**src/rtl/mmt_pkg.sv**
```systemverilog
// Shared types and sizing helpers for the NxN torus matrix multiplier.
package mmt_pkg;

  typedef enum logic [1:0] {
    IDLE,
    LOAD,
    MAC,
    DONE
  } state_e;

  // Result width that cannot overflow for an N-term dot product of W-bit operands.
  function automatic int unsigned cw_of(input int unsigned n, input int unsigned w);
    return 2 * w + int'($clog2(n));
  endfunction

  // Step-counter width; k runs 0..N-1.
  function automatic int unsigned kw_of(input int unsigned n);
    return (n > 1) ? int'($clog2(n)) : 1;
  endfunction

endpackage

```
**src/rtl/torus_pe.sv**
```systemverilog
// One torus processing element: a/b operand registers plus a CW-bit multiply-accumulate.
module torus_pe #(
  parameter int unsigned W      = 4,
  parameter int unsigned CW     = 9,
  parameter bit          SIGNED = 1'b0
) (
  input  logic          clk,
  input  logic          rst,
  input  logic          load,
  input  logic          shift,
  input  logic [W-1:0]  a_ld,
  input  logic [W-1:0]  b_ld,
  input  logic [W-1:0]  a_nb,
  input  logic [W-1:0]  b_nb,
  output logic [W-1:0]  a,
  output logic [W-1:0]  b,
  output logic [CW-1:0] acc_nxt_c
);

  logic [CW-1:0]  acc;
  logic [2*W-1:0] a_x;
  logic [2*W-1:0] b_x;
  logic [2*W-1:0] prod;

  // Extend operands to 2W first so the low 2W bits of the product are exact in either mode.
  if (SIGNED) begin : g_signed
    assign a_x = {{W{a[W-1]}}, a};
    assign b_x = {{W{b[W-1]}}, b};
  end else begin : g_unsigned
    assign a_x = {{W{1'b0}}, a};
    assign b_x = {{W{1'b0}}, b};
  end

  assign prod      = a_x * b_x;
  assign acc_nxt_c = acc + {{(CW-2*W){SIGNED & prod[2*W-1]}}, prod};

  always_ff @(posedge clk) begin
    if (rst) begin
      a   <= '0;
      b   <= '0;
      acc <= '0;
    end else if (load) begin
      a   <= a_ld;
      b   <= b_ld;
      acc <= '0;
    end else if (shift) begin
      a   <= a_nb;
      b   <= b_nb;
      acc <= acc_nxt_c;
    end
  end

endmodule

```
**src/rtl/matrix_mult_torus_nxn.sv**
```systemverilog
// NxN matrix multiplier C = A x B using Cannon's algorithm on an N x N torus of PEs.
module matrix_mult_torus_nxn
  import mmt_pkg::*;
#(
  parameter int unsigned N      = 2,
  parameter int unsigned W      = 4,
  parameter bit          SIGNED = 1'b0,
  parameter int unsigned CW     = cw_of(N, W)
) (
  input  logic              clk,
  input  logic              rst,
  input  logic              stm,
  input  logic [N*N*W-1:0]  a_flat,
  input  logic [N*N*W-1:0]  b_flat,
  output logic [N*N*CW-1:0] c_flat,
  output logic              busy,
  output logic              eom
);

  localparam int unsigned KW = kw_of(N);

  state_e        state;
  logic [KW-1:0] k;
  logic          load;
  logic          shift;
  logic          last;

  logic [W-1:0]  a_q     [N][N];
  logic [W-1:0]  b_q     [N][N];
  logic [CW-1:0] acc_nxt [N][N];

  assign load  = (state == LOAD);
  assign shift = (state == MAC);
  assign last  = shift && (k == KW'(N-1));

  // PE grid: skewed load sources and mod-N neighbour links close the torus.
  for (genvar i = 0; i < N; i++) begin : g_row
    for (genvar j = 0; j < N; j++) begin : g_col
      localparam int unsigned JA = (j + i) % N;
      localparam int unsigned IB = (i + j) % N;
      localparam int unsigned JR = (j + 1) % N;
      localparam int unsigned IR = (i + 1) % N;

      torus_pe #(
        .W      (W),
        .CW     (CW),
        .SIGNED (SIGNED)
      ) u_pe (
        .clk       (clk),
        .rst       (rst),
        .load      (load),
        .shift     (shift),
        .a_ld      (a_flat[(i*N+JA)*W +: W]),
        .b_ld      (b_flat[(IB*N+j)*W +: W]),
        .a_nb      (a_q[i][JR]),
        .b_nb      (b_q[IR][j]),
        .a         (a_q[i][j]),
        .b         (b_q[i][j]),
        .acc_nxt_c (acc_nxt[i][j])
      );
    end
  end

  // Control FSM; busy/eom are set on the same edge as the state so they are pure registers.
  always_ff @(posedge clk) begin
    if (rst) begin
      state <= IDLE;
      k     <= '0;
      busy  <= 1'b0;
      eom   <= 1'b0;
    end else begin
      eom <= 1'b0;
      case (state)
        IDLE: begin
          if (stm) begin
            state <= LOAD;
            busy  <= 1'b1;
          end
        end
        LOAD: begin
          state <= MAC;
          k     <= '0;
        end
        MAC: begin
          if (k == KW'(N-1)) begin
            state <= DONE;
            eom   <= 1'b1;
          end else begin
            k <= k + KW'(1);
          end
        end
        DONE: begin
          state <= IDLE;
          busy  <= 1'b0;
        end
        default: begin
          state <= IDLE;
          busy  <= 1'b0;
        end
      endcase
    end
  end

  // Capture the final accumulations on the edge entering DONE so c_flat and eom appear together.
  always_ff @(posedge clk) begin
    if (rst) begin
      c_flat <= '0;
    end else if (last) begin
      for (int ii = 0; ii < N; ii++) begin
        for (int jj = 0; jj < N; jj++) begin
          c_flat[(ii*N+jj)*CW +: CW] <= acc_nxt[ii][jj];
        end
      end
    end
  end

endmodule
```
**config.mk**
```make
export PLATFORM = sky130hd
export DESIGN_NAME = matrix_mult_torus_nxn
export DESIGN_NICKNAME = d
export VERILOG_FILES = /design/src/rtl/mmt_pkg.sv /design/src/rtl/torus_pe.sv /design/src/rtl/matrix_mult_torus_nxn.sv
export SDC_FILE = /design/constraint.sdc
export NUM_CORES = 1
export LEC_CHECK = 0
export ABC_AREA = 1
export CAP_MARGIN = 40
export CORE_MARGIN = 3
export CORE_UTILIZATION = 45
export CTS_CLUSTER_SIZE = 10
export DETAILED_ROUTE_END_ITERATION = 16
export PLACE_DENSITY = 0.74
export SETUP_SLACK_MARGIN = 0.02
export SLEW_MARGIN = 20
export SYNTH_ARGS = -nofsm -noshare
export SYNTH_HDL_FRONTEND = slang
export SYNTH_SLANG_ARGS = --single-unit
```
**constraint.sdc**
```tcl
create_clock -name clk -period 8.73 [get_ports clk]
set_input_delay 1.3095 -clock clk [delete_from_list [all_inputs] [get_ports clk]]
set_output_delay 1.3095 -clock clk [all_outputs]
set_load 0.02 [all_outputs]
```
After elaboration in Yosys (flattened, before gate mapping):

Cells that the tools add are included.

* bits in registers: 109
* input bits: 35
* output and inout bits: 38
* logic and storage cells: 64

* $add $sub $neg: 5
* multipliers: 4
* eq/ne operators: 5
* muxes and demuxes: 24
* bitwise gates (word level): 1
* reduce and logical (&&, ||, !) cells: 8

Operators with widths (number)
* $mux 4: 16
* $add 9x8->9: 4
* $mul 4x4->8: 4
* $pmux 2 s4: 1
* $eq 2x2->1 const B: 2
* $mux 2: 2
* $ne 2x2->1 const B: 2
* $pmux 1 s2: 2
* $reduce_and 2->1: 2
* $reduce_bool 2->1: 2
* $reduce_or 2->1: 2
* $mux 1: 3
* $eq 2x1->1 const B: 1
* $logic_not 2->1: 1
* $add 1x1->1 const B: 1
* $logic_and 1x1->1: 1
* $not 1->1: 1

Depth between registers and ports, before layout:

Gate-level depths: netlist of run 1.

* word-level depth: 3
* gate-level depth with buffers: 16
* gate-level depth less buffers: 16

Modules after synthesis:

From an unflattened synthesis of run 1, not the netlist that was laid out.

* cell total of the unflattened synthesis: 994
* area, all modules: 7362.1 um2

By module, submodules not included
* torus_pe at g_row[0].g_col[0].u_pe ...: times used 2, cells an instance 198, area each 1442.6 um2, seq. area each 340.3 um2
* matrix_mult_torus_nxn: times used 1, cells an instance 189, area each 1521.5 um2, seq. area each 820.8 um2
* torus_pe at g_row[1].g_col[0].u_pe: times used 1, cells an instance 204, area each 1480.2 um2, seq. area each 340.3 um2
* torus_pe at g_row[1].g_col[1].u_pe: times used 1, cells an instance 205, area each 1475.2 um2, seq. area each 340.3 um2

Worst setup path before layout of run 1:

Ideal clock, no wire load.

* path kind: register to register
* from: register g_row[1].g_col[1].u_pe.b[3]
* to: register g_row[1].g_col[1].u_pe.acc[8]
* setup time: 0.109 ns
* data arrival time: 3.013 ns
* required time: 8.621 ns
* setup slack: 5.609 ns
* stages on the path, launching flop included: 14
* path buffers: 0
* period minus slack after synthesis: 3.121 ns
* cells stage by stage: dfxtp_1 > nand2_1 > fa_1 > fa_1 > fa_1 > inv_1 > ha_1 > or2_2 > nand3_1 > nand2_1 > nand2_1 > nand3_1 > nand2_1 > inv_1

* longest elaborated chain between the ends: 2

Ends and longest elaborated chain
* from (decl): line torus_pe.sv:16 `output logic [W-1:0] b,`
* from (signal assigned): line torus_pe.sv:44 `b <= b_ld;`
* from (signal assigned): line torus_pe.sv:48 `b <= b_nb;`
* $mul 4x4->8: line torus_pe.sv:34 `assign prod = a_x * b_x;`
* $add 9x8->9: line torus_pe.sv:35 `assign acc_nxt_c = acc + {{(CW-2*W){SIGNED & prod[2*W-1]}}, prod};`
* to (signal assigned): line torus_pe.sv:49 `acc <= acc_nxt_c;`
* to (decl): line torus_pe.sv:20 `logic [CW-1:0] acc;`

No other way between the ends.
A chain may end at the register's enable or synchronous reset.

Worst setup path in the final report of run 1:

* from: register g_row[1].g_col[0].u_pe.b[3]
* to: register c_flat[26]

* longest elaborated chain between the ends: 2

Ends and longest elaborated chain
* from (decl): line torus_pe.sv:16
* from (signal assigned): line torus_pe.sv:44
* from (signal assigned): line torus_pe.sv:48
* $mul 4x4->8: line torus_pe.sv:34
* $add 9x8->9: line torus_pe.sv:35
* to (signal, indexed assignment): line matrix_mult_torus_nxn.sv:111 `c_flat[(ii*N+jj)*CW +: CW] <= acc_nxt[ii][jj];`
* to (decl): line matrix_mult_torus_nxn.sv:15 `output logic [N*N*CW-1:0] c_flat,`

No other way between the ends.

==> results of run 1 <==
-- registers in the layout (all words and copies together), names as in the netlist --
| signal | flops |
|---|---|
| g_row.g_col.u_pe.acc | 36 |
| g_row.g_col.u_pe.a | 16 |
| state | 2 |
| eom | 1 |
| k | 1 |
| g_row.g_col.u_pe.b | 16 |
| c_flat | 36 |
| busy | 1 |
-- worst max path at each step --
| stage | from | to | slack, ps | cells after the start |
|---|---|---|---|---|
| 4_1_cts | g_row[1].g_col[0].u_pe.b[3]$_SDFFE_PP0P_ | g_row[1].g_col[0].u_pe.acc[8]$_SDFFE_PP0P_ | 5400 | 13 |
| 2_1_floorplan | g_row[1].g_col[1].u_pe.b[3]$_SDFFE_PP0P_ | g_row[1].g_col[1].u_pe.acc[8]$_SDFFE_PP0P_ | 5610 | 13 |
| 6_report | g_row[1].g_col[0].u_pe.b[3]$_SDFFE_PP0P_ | c_flat[26]$_SDFFE_PP0P_ | 5380 | 13 |
| 3_5_place_dp | g_row[1].g_col[0].u_pe.b[3]$_SDFFE_PP0P_ | g_row[1].g_col[0].u_pe.acc[8]$_SDFFE_PP0P_ | 5420 | 13 |
| 3_3_place_gp | g_row[1].g_col[0].u_pe.b[3]$_SDFFE_PP0P_ | c_flat[26]$_SDFFE_PP0P_ | 5460 | 13 |
| 5_1_grt | g_row[1].g_col[0].u_pe.b[3]$_SDFFE_PP0P_ | g_row[1].g_col[0].u_pe.acc[6]$_SDFFE_PP0P_ | 5140 | 14 |
-- power groups by stage --
stage | clock network (µW) | registers, µW | logic [µW]
2_1_floorplan | 0 | 734 | 742
3_3_place_gp | 0 | 744 | 940
3_5_place_dp | 0 | 748 | 978
4_1_cts | 413 | 737 | 985
5_1_grt | 435 | 757 | 1140
6_report | 403 | 739 | 977
-- cells by family (layout without fill, tap and decap cells) --
group | Yosys count | in the layout
flops | 109 | 109
compound gates | 107 | 107
xor+xnor | 10 | 10
buf+inv | 306 | 361
fa+ha+maj | 108 | 108
simple gates | 446 | 446
-- layer usage --
metal / global-route usage / part of all wire / vias to the layer above
li1: - / - / 3420
met4: 0.05991 / 0.019 / 0
met5: 0 / 0 / -
met2: 0.3267 / 0.46 / 133
met3: 0.03493 / 0.042 / 26
met1: 0.2668 / 0.47 / 2955
-- critical path, delay by kind of cell (launching register included) --
| family | cells | cell delay [ps] |
|---|---|---|
| adder cells (fa/ha/maj) | 4 | 1920 |
| flip-flops | 1 | 490 |
| AND/OR/NAND/NOR | 7 | 750 |
| buffers and inverters | 2 | 70 |
-- through the flow --
stage | cells | worst slack, ps | area, µm² | utilization
2_1_floorplan | 1086 | 5609 | 7666 | -
3_3_place_gp | 1343 | 5465 | 8457 | 0.5082
3_5_place_dp | 1345 | 5419 | 8504 | 0.5110
4_1_cts | 1361 | 5403 | 8790 | 0.5282
5_1_grt | 1361 | 5143 | 8790 | 0.5282
6_report | 1361 | 5381 | 8790 | 0.5282
-- cells in the final DEF (no fill, tap or decap), types with 2 or more instances in the layout --
| cell type | count |
|---|---|
| nand2_1 | 263 |
| inv_1 | 259 |
| dfxtp_1 | 109 |
| nand3_1 | 106 |
| clkdlybuf4s50_1 | 72 |
| ha_1 | 70 |
| nor2_1 | 65 |
| o211ai_1 | 44 |
| fa_1 | 36 |
| a21oi_1 | 35 |
| o21ai_0 | 19 |
| clkbuf_16 | 9 |
| inv_2 | 8 |
| xor2_1 | 6 |
| a211oi_1 | 4 |
| xnor2_1 | 4 |
| nand3b_1 | 3 |
| inv_6 | 3 |
| o21ai_1 | 3 |
| buf_4 | 3 |
| or2_2 | 2 |
| or2_0 | 2 |
| ha_2 | 2 |
| clkinv_4 | 2 |
-- layout make-up --
| class | instances | area (µm²) | area share |
|---|---|---|---|
| clock buffer | 11 | 242.7 | 0.02762 |
| timing repair buffer | 77 | 790.8 | 0.08996 |
| inverter | 268 | 1011 | 0.1150 |
| clock inverter | 5 | 42.54 | 0.004840 |
| multi-input combinational | 671 | 4245 | 0.4830 |
| sequential | 109 | 2182 | 0.2483 |
| tap | 220 | 275.3 | 0.03132 |
==> results.json, run 1 <==
{
  "status": "completed",
  "grt_pass1_wl_um": 29530,
  "tns_ps": 0,
  "seqPwrFrac": 0.349,
  "design_power_total_uw": 2119,
  "dieArea_um2": 18640,
  "ctsHoldBuffers": 0,
  "final_nets": 1279,
  "antenna_cells": 0,
  "cts-root-buf": "clkbuf_16",
  "synth-adder-area-share": 0.2115,
  "synth_top_area_frac": 0.2846,
  "yosys.area_share.simple": 0.2442,
  "synthCells": 1086,
  "grt_start_max_net_pins": 44,
  "r2r_cells": 13,
  "synth_compound_area_frac": 0.08601,
  "worstPathArrival_ps": 3610,
  "critical_path.cell_chain": "nand2_1 > fa_1 > fa_1 > fa_1 > inv_1 > ha_1 > or2_0 > nand3_1 > nand2_1 > nand2_1 > nand3_1 > nand2_1 > inv_1",
  "synth_xor_area_frac": 0.01142,
  "clockPowerShare": 0.190,
  "synthFlopType": "dfxtp_1",
  "fin_crit_ps": 3349,
  "synth.top_cells.by_area": "dfxtp_1 28%, nand2_1 13%, inv_1 13%",
  "post_cts_resized": 0,
  "die_h_um": 136.5,
  "synth_edf_count": 0,
  "cts_made_buffers": 9,
  "synth.distinct_cells": 31,
  "hold_depth": 2,
  "finClkSkew_ps": 9.816,
  "area.growth.synth_to_final_pct": 14.66,
  "synth_top_cell_by_area": "dfxtp_1",
  "synth.mux.area_fraction": 0,
  "hold_violations": 0,
  "path_max_fanout": 6,
  "finalMaxSlewViolations": 0,
  "synth-seq-cells": 109,
  "intPower_uw": 1204,
  "cap_violations": 0,
  "sw_frac_of_total": 0.4317,
  "ant_nets": 0,
  "crit_type": "reg -> reg",
  "cts_tree": "built",
  "p_switching_uw": 914.8,
  "portBuffers": 72,
  "p_comb_frac": 0.461,
  "hold_path_class": "reg -> reg",
  "r2r-end": "c_flat[26]$_SDFFE_PP0P_",
  "r2r-start": "g_row[1].g_col[0].u_pe.b[3]$_SDFFE_PP0P_",
  "first_pass_iters": 5,
  "dpl.hpwl_um": 12940,
  "min_from": "c_flat[21]$_SDFFE_PP0P_",
  "rsz0062_at_grt": "false",
  "clk_pin_slew_worst_paths_ps": 80,
  "start_util": 0.4606,
  "clkLatencyLatePin_ps": 360,
  "max-slew-margin-rel": 0.5558,
  "post_synth.cell_area_avg_um2": 7.059,
  "yosys_warnings": 0,
  "ys_async_sr_fraction": 0,
  "grt_remaining_overflow": 0,
  "drive_gt1_frac": 0.03155,
  "setup_viol": 0,
  "syn_area_um2": 7666,
  "cellLeakagePower_uw": 0.004924,
  "htreeDepth": 3,
  "clock_path_buffers": 2,
  "p_per_area_nw_per_um2": 241.1,
  "finalCritPeriodShare": 0.3836,
  "yosysSeqAreaShare": 0.2846,
  "core-area_um2": 16640,
  "endpoint_kind": "register",
  "io_pins": 73,
  "cpMostUsedCell": "nand2_1",
  "holdPathEnd": "c_flat[21]$_SDFFE_PP0P_",
  "vdd_ir_drop_max_mv": 0.1571,
  "vias_per_cell": 4.801,
  "cp-start-kind": "register",
  "wl_per_cell_um": 12.54,
  "drc": 0,
  "cts_sinks": 109,
  "synthTopCellsByCount": "263 x nand2_1, 259 x inv_1, 109 x dfxtp_1, 106 x nand3_1, 72 x ha_1",
  "cpMaxStageDelayCell": "fa_1",
  "grt_pass1_vias": 6269,
  "cp_data_required_time_ps": 8990,
  "routed_wl_um": 17070,
  "r2r_slack_ps": 5380,
  "rows": 47,
  "slowest_delay_ps": 550,
  "syn_nets": 1229,
  "fmax_mhz": 298.6,
  "grt_util_all_layers": 0.1985,
  "fillers": 1595,
  "num_vias": 6534,
  "antenna_found_initial": 0,
  "place.gp.congestion": 0.8506,
  "cts_setup_buffers": 0,
  "die_x_um": 136.5,
  "drt_iter0_markers": 388,
  "holdWs_ps": 468.5,
  "synth_top_family_by_area": "simple AND/OR/NAND/NOR gates",
  "yosysMostFrequentCell": "nand2_1",
  "worstMarginPinSlew_ps": 666.3
}
Note: power is estimated with default switching activity, not from simulation.
==> inputs of run 2 (changes only) <==
Clock period 8.73 ns to 3.5 ns, I/O delays scaled along.
==> run 2 against run 1 <==
Effect of this change: fmax grew 1.6%; power increased to 2.6 times the previous value; sequential power increased by 140%; register-to-register slack worse by 5200 ps; cell count is 0.73% higher; clock-buffer cell count up 1; critical path depth unchanged; largest cell class unchanged.
==> results.json, run 2 (synthesis gave the netlist of run 1 again) <==
{
  "drive_gt1_frac": 0.05126,
  "vias_per_cell": 4.823,
  "vdd_ir_drop_max_mv": 0.3045,
  "hold_violations": 0,
  "place_ws_ps": 172.1,
  "core-area_um2": 16640,
  "crit_type": "reg -> reg",
  "ant_nets": 0,
  "portBuffers": 72,
  "design_power_total_uw": 5427,
  "drc": 0,
  "cp_data_required_time_ps": 3760,
  "cts_sinks": 109,
  "grt_util_all_layers": 0.2032,
  "start_util": 0.4606,
  "cts_made_buffers": 9,
  "finClkSkew_ps": 9.898,
  "status": "completed",
  "fmax_mhz": 303.5,
  "path_max_fanout": 6,
  "io_pins": 73,
  "grt_pass1_wl_um": 30320,
  "tns_ps": 0,
  "htreeDepth": 3,
  "worstMarginPinSlew_ps": 746.6,
  "hold_path_class": "reg -> reg",
  "mostFrequentLayoutCell": "nand2_1",
  "finalCritPeriodShare": 0.9415,
  "top_regs": "c_flat (36), g_row.g_col.u_pe.acc (36)",
  "routed_wl_um": 17910,
  "multi_input_area_um2": 4249,
  "grt_remaining_overflow": 0,
  "area.growth.synth_to_final_pct": 15.70,
  "cts-root-buf": "clkbuf_16",
  "cellLeakagePower_uw": 0.004980,
  "p_per_area_nw_per_um2": 611.9,
  "grt_pass1_vias": 6443,
  "cp-start-kind": "register",
  "rows": 47,
  "grt_start_max_net_pins": 43,
  "setup_viol": 0,
  "fin_crit_ps": 3295,
  "rsz0062_at_grt": "false",
  "cts_tree": "built",
  "dpl.hpwl_um": 13360,
  "seq_area_um2": 2198,
  "endpoint_kind": "register",
  "die_h_um": 136.5,
  "wl_per_cell_um": 13.06,
  "num_vias": 6613,
  "antenna_found_initial": 0,
  "place.gp.congestion": 0.8559,
  "r2r-start": "g_row[1].g_col[1].u_pe.b[3]$_SDFFE_PP0P_",
  "crit_start": "g_row[1].g_col[1].u_pe.b[3]$_SDFFE_PP0P_",
  "finalMaxSlewViolations": 0,
  "die_x_um": 136.5,
  "final_nets": 1289,
  "drt_iter0_markers": 460,
  "layout_common_cells": "263 x nand2_1, 259 x inv_1, 106 x nand3_1, 96 x dfxtp_1, 72 x clkdlybuf4s50_1",
  "setup_slack_ps": 204.6,
  "first_pass_iters": 5,
  "min_from": "g_row[1].g_col[1].u_pe.acc[1]$_SDFFE_PP0P_",
  "holdWs_ps": 472.0,
  "cap_violations": 0,
  "antenna_cells": 0,
  "dieArea_um2": 18640,
  "clk_pin_slew_worst_paths_ps": 80,
  "clock_path_buffers": 2,
  "max-slew-margin-rel": 0.5016,
  "fillers": 1591,
  "clkLatencyLatePin_ps": 360,
  "worstPathArrival_ps": 3560
}
-- run 2: cell count changes in the layout (fill, tap and decap cells not counted) --
cell / previous run / this run
a21oi_1: 35 / 34
a21oi_2: 0 / 1
buf_12: 1 / 0
buf_16: 1 / 0
buf_4: 3 / 15
bufinv_16: 0 / 1
clkbuf_1: 1 / 2
clkinvlp_4: 1 / 0
dfxtp_1: 109 / 96
dfxtp_2: 0 / 13
inv_6: 3 / 2
-- run 2: per-layer routing --
| layer | track usage | up-vias | share of wire |
|---|---|---|---|
| met5 | 0 | - | 0 |
| met4 | 0.04871 | 0 | 0.014 |
| met3 | 0.03456 | 24 | 0.037 |
| met2 | 0.3486 | 122 | 0.47 |
| met1 | 0.2672 | 3023 | 0.47 |
| li1 | - | 3444 | - |
-- run 2: cell type report --
type                    count  share of cell area
clock buffers              12             0.02779
flip-flops and latches    109              0.2478
well taps                 220             0.03103
clock inverters             4            0.006348
repair buffers             87             0.09395
inverters                 268              0.1140
multi-input cells         671              0.4791
-- run 2: critical path: stages (launching register included) --
cell     delay, ps
dfxtp_2        380
nand2_1        100
fa_1           520
fa_1           520
fa_1           540
inv_1           40
ha_1           360
or2_2          300
nand3_1        100
nand2_1         60
nand2_1         70
nand3_1         70
nand2_1         90
inv_1           30
-- run 2: report_power, final --
group          leakage [µW]  switching, µW  internal [µW]  total [µW]
Combinational       0.00394           1580            963        2540
Clock              0.000147            488            582        1070
Sequential         0.000894            256           1560        1810
Total               0.00498           2320           3100        5430
-- run 2: through the flow --
step	instance area [µm²]	instances	utilization
floorplan	7666	1086	-
global placement	8547	1355	0.5136
detailed placement	8547	1355	0.5136
CTS	8850	1371	0.5318
global route	8870	1371	0.5330
finish	8870	1371	0.5330
-- run 2: worst paths after layout --
check                           depth (start not counted)  slack [ps]                                          to
worst max-delay path                                   13         200  g_row[1].g_col[1].u_pe.acc[8]$_SDFFE_PP0P_
worst max register to register                         13         200  g_row[1].g_col[1].u_pe.acc[8]$_SDFFE_PP0P_
worst min register to register                          2         470  g_row[1].g_col[1].u_pe.acc[1]$_SDFFE_PP0P_
worst min-delay path                                    2         470  g_row[1].g_col[1].u_pe.acc[1]$_SDFFE_PP0P_
-- run 2: timing repair --
item | in CTS | in global routing
resized for setup | 0 | 14
setup endpoints to repair | 0 | 14
hold endpoints to repair | 0 | 0
hold buffers | 0 | 0
buffers inserted | 0 | 0
==> inputs of run 3 (changes only) <==
Settings changed: REMOVE_ABC_BUFFERS set to 1.
==> run 3 against run 2 <==
Effect of this change: final area down 1.0%; hold slack worse by 6.0 ps; sequential power about the same; worst setup slack worse by 4.0 ps; wire length down 2.8%; global-route usage down 0.36 points; non-clock buffer count down 7; combinational power down 4%; register-to-register slack about the same; largest cell class unchanged; utilization down 0.55 points; fmax down 0.12%; first-iteration DRC count down 14%.
==> results.json, run 3 (synthesis gave the netlist of run 1 again) <==
{
  "sw_frac_of_total": 0.4358,
  "p_per_area_nw_per_um2": 597.2,
  "max-slew-margin-rel": 0.5375,
  "finalCritPeriodShare": 0.9427,
  "p_switching_uw": 2284,
  "clkLatencyLatePin_ps": 370,
  "first_pass_iters": 5,
  "rows": 47,
  "vias_per_cell": 4.802,
  "crit_type": "reg -> reg",
  "num_vias": 6550,
  "cap_violations": 0,
  "met3_wirelength_um": 880,
  "grt_start_max_net_pins": 43,
  "dpl.hpwl_um": 12520,
  "cts_setup_buffers": 0,
  "grt_pass1_vias": 6260,
  "clockPowerShare": 0.185,
  "antenna_found_initial": 0,
  "path_max_fanout": 6,
  "worstMarginPinSlew_ps": 692.7,
  "highest_layer": "met4",
  "hold_path_class": "reg -> reg",
  "worstPathArrival_ps": 3570,
  "place.gp.congestion": 0.8300,
  "status": "completed",
  "drive_gt1_frac": 0.04633,
  "finClkSkew_ps": 7.175,
  "final_nets": 1282,
  "layout_common_cells": "263 x nand2_1, 259 x inv_1, 106 x nand3_1, 96 x dfxtp_1, 72 x clkdlybuf4s50_1",
  "route.met2.wl_um": 7937,
  "intPower_uw": 2958,
  "grt_remaining_overflow": 0,
  "setup_slack_ps": 200.6,
  "fin_crit_ps": 3299,
  "post_cts_resized": 0,
  "routed_wl_um": 17400,
  "post-route-util": 0.5275,
  "cts_sinks": 109,
  "fmax_mhz": 303.1,
  "portBuffers": 72,
  "p_comb_frac": 0.464,
  "wl_per_cell_um": 12.76,
  "setup_viol": 0,
  "top_regs": "c_flat (36), g_row.g_col.u_pe.acc (36)",
  "io_pins": 73,
  "rsz0062_at_grt": "true",
  "ctsHoldBuffers": 0,
  "antenna_cells": 0,
  "ant_nets": 0,
  "core-area_um2": 16640,
  "area.growth.synth_to_final_pct": 14.51,
  "fillers": 1592,
  "grt_util_all_layers": 0.1996,
  "cts-root-buf": "clkbuf_16",
  "start_util": 0.4606,
  "cellLeakagePower_uw": 0.004922,
  "vdd_ir_drop_max_mv": 0.3495,
  "mostFrequentLayoutCell": "nand2_1",
  "tns_ps": 0,
  "die_h_um": 136.5,
  "drt_iter0_markers": 395,
  "drc": 0,
  "hold_violations": 0,
  "clock_path_buffers": 2,
  "die_x_um": 136.5,
  "cts_tree": "built",
  "finalMaxSlewViolations": 0,
  "wl_met1_um": 8319,
  "cp_data_required_time_ps": 3770,
  "htreeDepth": 3,
  "seqPwrFrac": 0.350,
  "cp-start-kind": "register",
  "clk_pin_slew_worst_paths_ps": 80,
  "cts_made_buffers": 9,
  "dieArea_um2": 18640,
  "grt_pass1_wl_um": 29590,
  "place_ws_ps": 164.3,
  "endpoint_kind": "register"
}
run 3: cell type report:
cell class | instances | area, µm² | area share
Clock buffer | 9 | 225.2 | 0.02566
Clock inverter | 7 | 42.54 | 0.004846
Inverter | 268 | 1011 | 0.1152
Multi-Input combinational cell | 671 | 4245 | 0.4836
Sequential cell | 109 | 2198 | 0.2504
Tap cell | 220 | 275.3 | 0.03136
Timing Repair Buffer | 80 | 780.7 | 0.08894
run 3: final timing paths:
check	startpoint	end	slack, ps	cells past startpoint
hold reg to reg	c_flat[21]$_SDFFE_PP0P_	c_flat[21]$_SDFFE_PP0P_	470	2
hold / removal	c_flat[21]$_SDFFE_PP0P_	c_flat[21]$_SDFFE_PP0P_	470	2
setup / recovery	g_row[1].g_col[1].u_pe.a[2]$_SDFFE_PP0P_	c_flat[35]$_SDFFE_PP0P_	200	13
setup reg to reg	g_row[1].g_col[1].u_pe.a[2]$_SDFFE_PP0P_	c_flat[35]$_SDFFE_PP0P_	200	13
run 3: metal layers:
metal  vias up  track usage
li1       3422            -
met5         -            0
met2       138       0.3226
met4         0      0.05263
met3        21      0.04485
met1      2969       0.2707
run 3: power groups by stage:
stage	Combinational [µW]	Clock, µW	Sequential [µW]
2_1_floorplan	1760	0	1830
3_3_place_gp	2360	0	1830
3_5_place_dp	2410	0	1850
4_1_cts	2440	994	1820
5_1_grt	2830	1030	1880
6_report	2430	972	1840
run 3: critical path, stage by stage, from the launching register on:
cell and delay, ps:
dfxtp_1 430, nand2_1 90, fa_1 490, fa_1 530, fa_1 540, inv_1 40, ha_1 360, or2_2 310
nand3_1 110, nand2_1 60, nand2_1 70, nand3_1 70, nand2_1 70, inv_1 40
run 3: per-stage QoR:
step                hold WS, ps  total power, µW  instances  area [µm²]
floorplan                 444.7             3587       1048        7433
global placement          453.0             4190       1348        8494
detailed placement        458.3             4259       1348        8494
CTS                       470.4             5257       1364        8762
global route              497.4             5743       1364        8778
finish                    466.0             5242       1364        8778
